### src/rtl/irq_arbiter.sv
// Interrupt arbiter: fixed-priority selection among level-sensitive sources,
// a single outstanding interrupt to the core, and a one-hot return pulse to the
// serviced source when the core executes mret.
module irq_arbiter #(
  parameter int unsigned N_SRC      = 16,
  parameter logic [31:0] CAUSE_BASE = 32'h8000_0010
) (
  input  logic             clk_i,
  input  logic             rst_i,
  input  logic [N_SRC-1:0] irq_req_i,
  input  logic [N_SRC-1:0] mie_i,
  input  logic             irq_ack_i,
  input  logic             mret_i,
  output logic             irq_o,
  output logic [31:0]      irq_cause_o,
  output logic [N_SRC-1:0] irq_ret_o
);

  localparam int unsigned SEL_W   = 4;
  localparam int unsigned SRC_W   = N_SRC;
  localparam int unsigned CAUSE_W = 32;

  typedef enum logic [1:0] {
    S_IDLE    = 2'd0,
    S_REQ     = 2'd1,
    S_SERVICE = 2'd2,
    S_RET     = 2'd3
  } state_t;

  state_t               state;
  state_t               state_nx;
  logic [SEL_W-1:0]     sel;
  logic [SEL_W-1:0]     sel_nx;
  logic [SEL_W-1:0]     pick;
  logic [SRC_W-1:0]     pending;
  logic [SRC_W-1:0]     sel_oh;
  logic                 any_pending;
  logic                 sel_live;
  logic                 irq_nx;
  logic [CAUSE_W-1:0]   cause_nx;
  logic [SRC_W-1:0]     ret_nx;

  // Enabled requests and the one-hot view of the latched selection
  always_comb begin
    pending     = irq_req_i & mie_i;
    any_pending = |pending;
    sel_oh      = SRC_W'(1) << sel;
    sel_live    = |(pending & sel_oh);
  end

  // Fixed-priority encoder: lowest set bit wins, so scan from the top down
  always_comb begin
    pick = '0;
    for (int k = int'(SRC_W) - 1; k >= 0; k--) begin
      if (pending[k]) begin
        pick = SEL_W'(k);
      end
    end
  end

  // State register and registered outputs; reset overrides any handshake
  always_ff @(posedge clk_i) begin
    if (rst_i) begin
      state       <= S_IDLE;
      sel         <= '0;
      irq_o       <= 1'b0;
      irq_cause_o <= '0;
      irq_ret_o   <= '0;
    end else begin
      state       <= state_nx;
      sel         <= sel_nx;
      irq_o       <= irq_nx;
      irq_cause_o <= cause_nx;
      irq_ret_o   <= ret_nx;
    end
  end

  // Next-state logic; ack wins over a simultaneous withdraw in REQ
  always_comb begin
    state_nx = state;
    unique case (state)
      S_IDLE: begin
        if (any_pending) begin
          state_nx = S_REQ;
        end
      end
      S_REQ: begin
        if (irq_ack_i) begin
          state_nx = S_SERVICE;
        end else if (!sel_live) begin
          state_nx = S_IDLE;
        end
      end
      S_SERVICE: begin
        if (mret_i) begin
          state_nx = S_RET;
        end
      end
      S_RET: begin
        state_nx = S_IDLE;
      end
      default: begin
        state_nx = S_IDLE;
      end
    endcase
  end

  // Next values of the registered outputs, derived from the upcoming state
  always_comb begin
    sel_nx   = sel;
    cause_nx = irq_cause_o;
    irq_nx   = 1'b0;
    ret_nx   = '0;
    if ((state == S_IDLE) && (state_nx == S_REQ)) begin
      sel_nx   = pick;
      cause_nx = CAUSE_BASE + CAUSE_W'(pick);
    end
    if (state_nx == S_REQ) begin
      irq_nx = 1'b1;
    end
    if (state_nx == S_RET) begin
      ret_nx = sel_oh;
    end
  end

endmodule

### config.mk
export PLATFORM = sky130hd
export DESIGN_NAME = irq_arbiter
export DESIGN_NICKNAME = d
export VERILOG_FILES = /design/src/rtl/irq_arbiter.sv
export SDC_FILE = /design/constraint.sdc
export NUM_CORES = 1
export LEC_CHECK = 0
export ABC_AREA = 1
export BUFFER_PORTS_ARGS = -buffer_cell sky130_fd_sc_hd__buf_2
export CAP_MARGIN = 20
export CELL_PAD_IN_SITES_DETAIL_PLACEMENT = 1
export CELL_PAD_IN_SITES_GLOBAL_PLACEMENT = 2
export CORE_UTILIZATION = 20
export CTS_CLUSTER_DIAMETER = 120
export DETAILED_ROUTE_END_ITERATION = 10
export PLACE_DENSITY = 0.77
export SLEW_MARGIN = 20
export SYNTH_ARGS = -nofsm -noshare
export SYNTH_HDL_FRONTEND = slang
export SYNTH_SLANG_ARGS = --single-unit
### constraint.sdc
create_clock -name clk_i -period 2 [get_ports clk_i]
set_clock_uncertainty 0.1 [all_clocks]
set_input_delay 0.2 -clock clk_i [delete_from_list [all_inputs] [get_ports clk_i]]
set_output_delay 0.2 -clock clk_i [all_outputs]
set_load 0.05 [all_outputs]
# Word-level counts from Yosys, hierarchy flattened
# Index checks and enable logic that the tools add are counted.
# Widths: inputs -> output; s select.
# word_totals
reg_bits,55
inputBits,36
word_cells,42
out_inout_bits,49
# classes
bitwise_logic,3
eq_ne,5
shift,1
addsub,1
reduce_logical,5
mux,22
# ops
cell,n
$mux 4,16
$add 32x4->32 const A,1
$and 16x16->16,2
$reduce_or 16->1,2
$shl 1x4->16 const A,1
$mux 2,4
$pmux 2 s4,1
$eq 2x2->1 const B,3
$eq 2x1->1 const B,2
$logic_not 2->1,1
$reduce_or 2->1,1
$logic_and 1x1->1,1
$mux 1,1
$not 1->1,1

# Depth between registers and ports, before layout
# depth
word_depth,18
ltp_mapped,18
mapped_depth_nobuf,18

# Worst setup path before layout
# No wires, ideal clock.
# synth_timing
path_kind,reg-to-reg
start,register sel[2]
end,register irq_o
arrival_time_ns,1.626
required_ns,1.781
period_less_slack_ns,1.845
stages_incl_launch_ff,11
slack_ns,0.155
n_path_buf,1
setup_time_ns,0.119
cell_sequence,dfxtp_1 > buf_4 > inv_1 > nand3_1 > o22ai_1 > nor4_1 > nand2_1 > nand2_1 > nand3_2 > nand2_2 > nor2_2
# synth_between
elab_chain_cells,8
# synth_lines
element,line_no,rtl
"start, declared",32,logic [SEL_W-1:0] sel;
"start signal, assigned",71,sel <= sel_nx;
$shl 1x4->16,47,sel_oh = SRC_W'(1) << sel;
$and 16x16->16,48,sel_live = |(pending & sel_oh);
$reduce_or 16->1,48,
$mux 2,90,end else if (!sel_live) begin
$mux 2,88,if (irq_ack_i) begin
$pmux 2 s4,81,unique case (state)
$eq 2x1->1,118,if (state_nx == S_REQ) begin
$mux 1,118,
"end signal, assigned",72,irq_o <= irq_nx;
"end, declared",14,"output logic irq_o,"
# No other way between the ends.
# A chain may end at the register's enable or synchronous reset.

==> impl_metrics.yaml <==
status:
  status: "finished clean"
routing:
  wirelength_microns: 3700
  vias: 1357
  viasPerCell: 4.14
  drc_errors: 0
  ant_nets: 0
  initialDrtViolationCount: 59
  dr.pass1.iters: 4
  wl_per_cell_microns: 11.3
yosys:
  async_flop_share: 0
  synth_edf_count: 0
  ys_ff_latch: 24
  synth_area_sq_um: 1320
  synth_flop_cell: "dfxtp_1"
  yosysWarnings: 0
  yosysSeqAreaShare: 0.364
  syn_inst: 193
  synth.avg_cell_area_sq_um: 6.84
  synth_cell_types: 22
clocking:
  cts_root_buffer: "clkbuf_8"
  ctsHtreeMaxLevel: 1
  cts_tree: "built"
  hold_buffers: 0
  cts_buffers: 3
  path_clk_slew_ps: 80
  post_cts_buffers: 0
  clock-sinks: 24
  clkLatencyLatePin_ps: 260
  clockBufferDepth: 2
die:
  rows: 29
  die_height_microns: 83.2
  die-area_sq_um: 6930
  ios: 85
  coreArea_sq_um: 6350
  start_util: 0.208
  fp.dieW_microns: 83.2
power_and_ir_drop:
  p_int_uw: 756
  seqPwrFrac: 0.416
  power_leakage_uw: 0.000854
  powerDensity_nw_per_um2: 809
  switching_share: 0.429
  switchingPower_uw: 569
  ir_drop_mv: 0.294
  pwr-share-clk: 0.214
  p_comb_frac: 0.370
critical_path:
  reg2reg_to: "irq_o"
  crit_end: "irq_o"
  start_kind: "register"
  crit_start: "irq_cause_o[3]"
  ff2ff_path_depth: 9
  cp.required_ps: 2060
  arrival_ps: 1800
  r2r-start: "irq_cause_o[3]"
  worstSetupEndpointType: "register"
  worstSetupPathType: "register to register"
  rrSetupSlack_ps: 260
  cp_max_fo: 11
layout:
  fin_area_sq_um: 1640
  insertedDiodeCount: 0
  drive_gt1_frac: 0.295
  syn2layout_area_growth_pct: 24.1
  nets: 289
timing:
  timing.final.crit_share: 0.869
  setup_tns_ps: 0
  drv_slew: 0
  whs_ps: 58.9
  min_period_ps: 1740
  max_freq_mhz: 576
  rsz0062_at_grt: "no"
  setup_viol: 0
  hold_violations: 0
global_routing:
  grt_start_max_net_pins: 17
  grt_pass1_vias: 1260
  grt_overflow: 0
  grt_pass1_wl_microns: 5890
  grt_antenna_before_repair: 0
  grt_use_total: 0.105
job:
  cap_violations: 0
placement:
  dpl_cell_area_sq_um: 1590
  port_buffers: 58
  gp_congestion: 0.831
  dp_hpwl_microns: 3250
worst_hold_path:
  hold_path.class: "input pin to register"
cell families (layout without fill, tap and decap cells):
kind of cell,Yosys count,after routing,synth area share
AND/OR/NAND/NOR,103,103,0.333
buffers and inverters,44,77,0.208
AO/OA/AOI/OAI,21,21,0.0929
other,1,26,0.00284
flip-flops,24,24,0.364
state kept, by name, summed over array words and instances, names as in the netlist:
name and flops:
irq_cause_o 2, irq_o 1, irq_ret_o 16, sel 3, state 2
per-stage QoR:
stage	std cells	setup slack (ps)	utilization	total power, uW
after floorplan	218	155	-	972
after global placement	325	116	0.251	1050
after detailed placement	325	160	0.251	1050
after CTS	328	143	0.258	1330
after global routing	328	159	0.258	1400
final	328	263	0.258	1320
synth_stat cells (2+ instances only):
| cell type | instances | area share |
|---|---|---|
| buf_4 | 29 | 0.16 |
| inv_1 | 11 | 0.031 |
| o21ai_0 | 5 | 0.019 |
| inv_2 | 3 | 0.0085 |
| nand4_1 | 5 | 0.024 |
| nor3_1 | 4 | 0.015 |
| nand3_1 | 5 | 0.019 |
| a21oi_1 | 5 | 0.019 |
| nor3_2 | 2 | 0.015 |
| dfxtp_1 | 24 | 0.36 |
| nor2_1 | 31 | 0.088 |
| nand2_1 | 51 | 0.15 |
| nor4_1 | 2 | 0.0095 |
| o22ai_1 | 8 | 0.038 |
power by group through the flow:
stage | clock, uW | combinational [uW] | sequential (uW)
after detailed placement | 0 | 491 | 560
after floorplan | 0 | 353 | 619
after global routing | 313 | 531 | 557
after CTS | 290 | 491 | 549
after global placement | 0 | 488 | 559
final | 284 | 490 | 551
repair_timing:
item | in CTS | in global routing
resized for setup | 0 | 2
endpoints found under the hold margin | 0 | 0
endpoints found under the setup margin | 0 | 2
critical path: stages (launching register included):
cell and delay, ps:
dfxtp_2 460, inv_2 120, nand3_1 150, o22ai_1 90, nor4_1 350, nand2_1 100
nand2_1 80, nand3_2 60, nand2_2 70, nor2_2 30
cell usage in the layout, fill, tap and decap left out, drive strengths merged:
cell type,instances
buf,60
nand2,52
nor2,32
conb,26
dfxtp,24
inv,14
o22ai,8
nand3,6
a21oi,6
nor3,6
nand4,5
o21ai,5
clkbuf,3
nor4,2
a31oi,1
a211oi,1
cell type report:
type | instances | area (sq um)
fill | 812 | 4710
multi-input combinational | 150 | 659
sequential | 24 | 483
timing repair buffer | 60 | 305
tap | 77 | 96.3
inverter | 14 | 52.6
clock buffer | 3 | 41.3
layer usage:
layer / vias up / track usage / wire [microns]
met1: 601 / 0.144 / 1730
met2: 67 / 0.166 / 1610
li1: 684 / - / -
met4: 0 / 0.0470 / 68
met3: 5 / 0.0109 / 302
met5: - / 0 / 0
how the worst min path moves through the flow:
stage | startpoint | to | cells past startpoint
final | rst_i | state[1] | 2
after detailed placement | rst_i | state[1] | 2
after global routing | rst_i | state[1] | 2
after CTS | rst_i | state[1] | 2
after global placement | rst_i | state[1] | 2
after floorplan | rst_i | state[1] | 1
No activity file was read; power rests on OpenSTA's default activity.
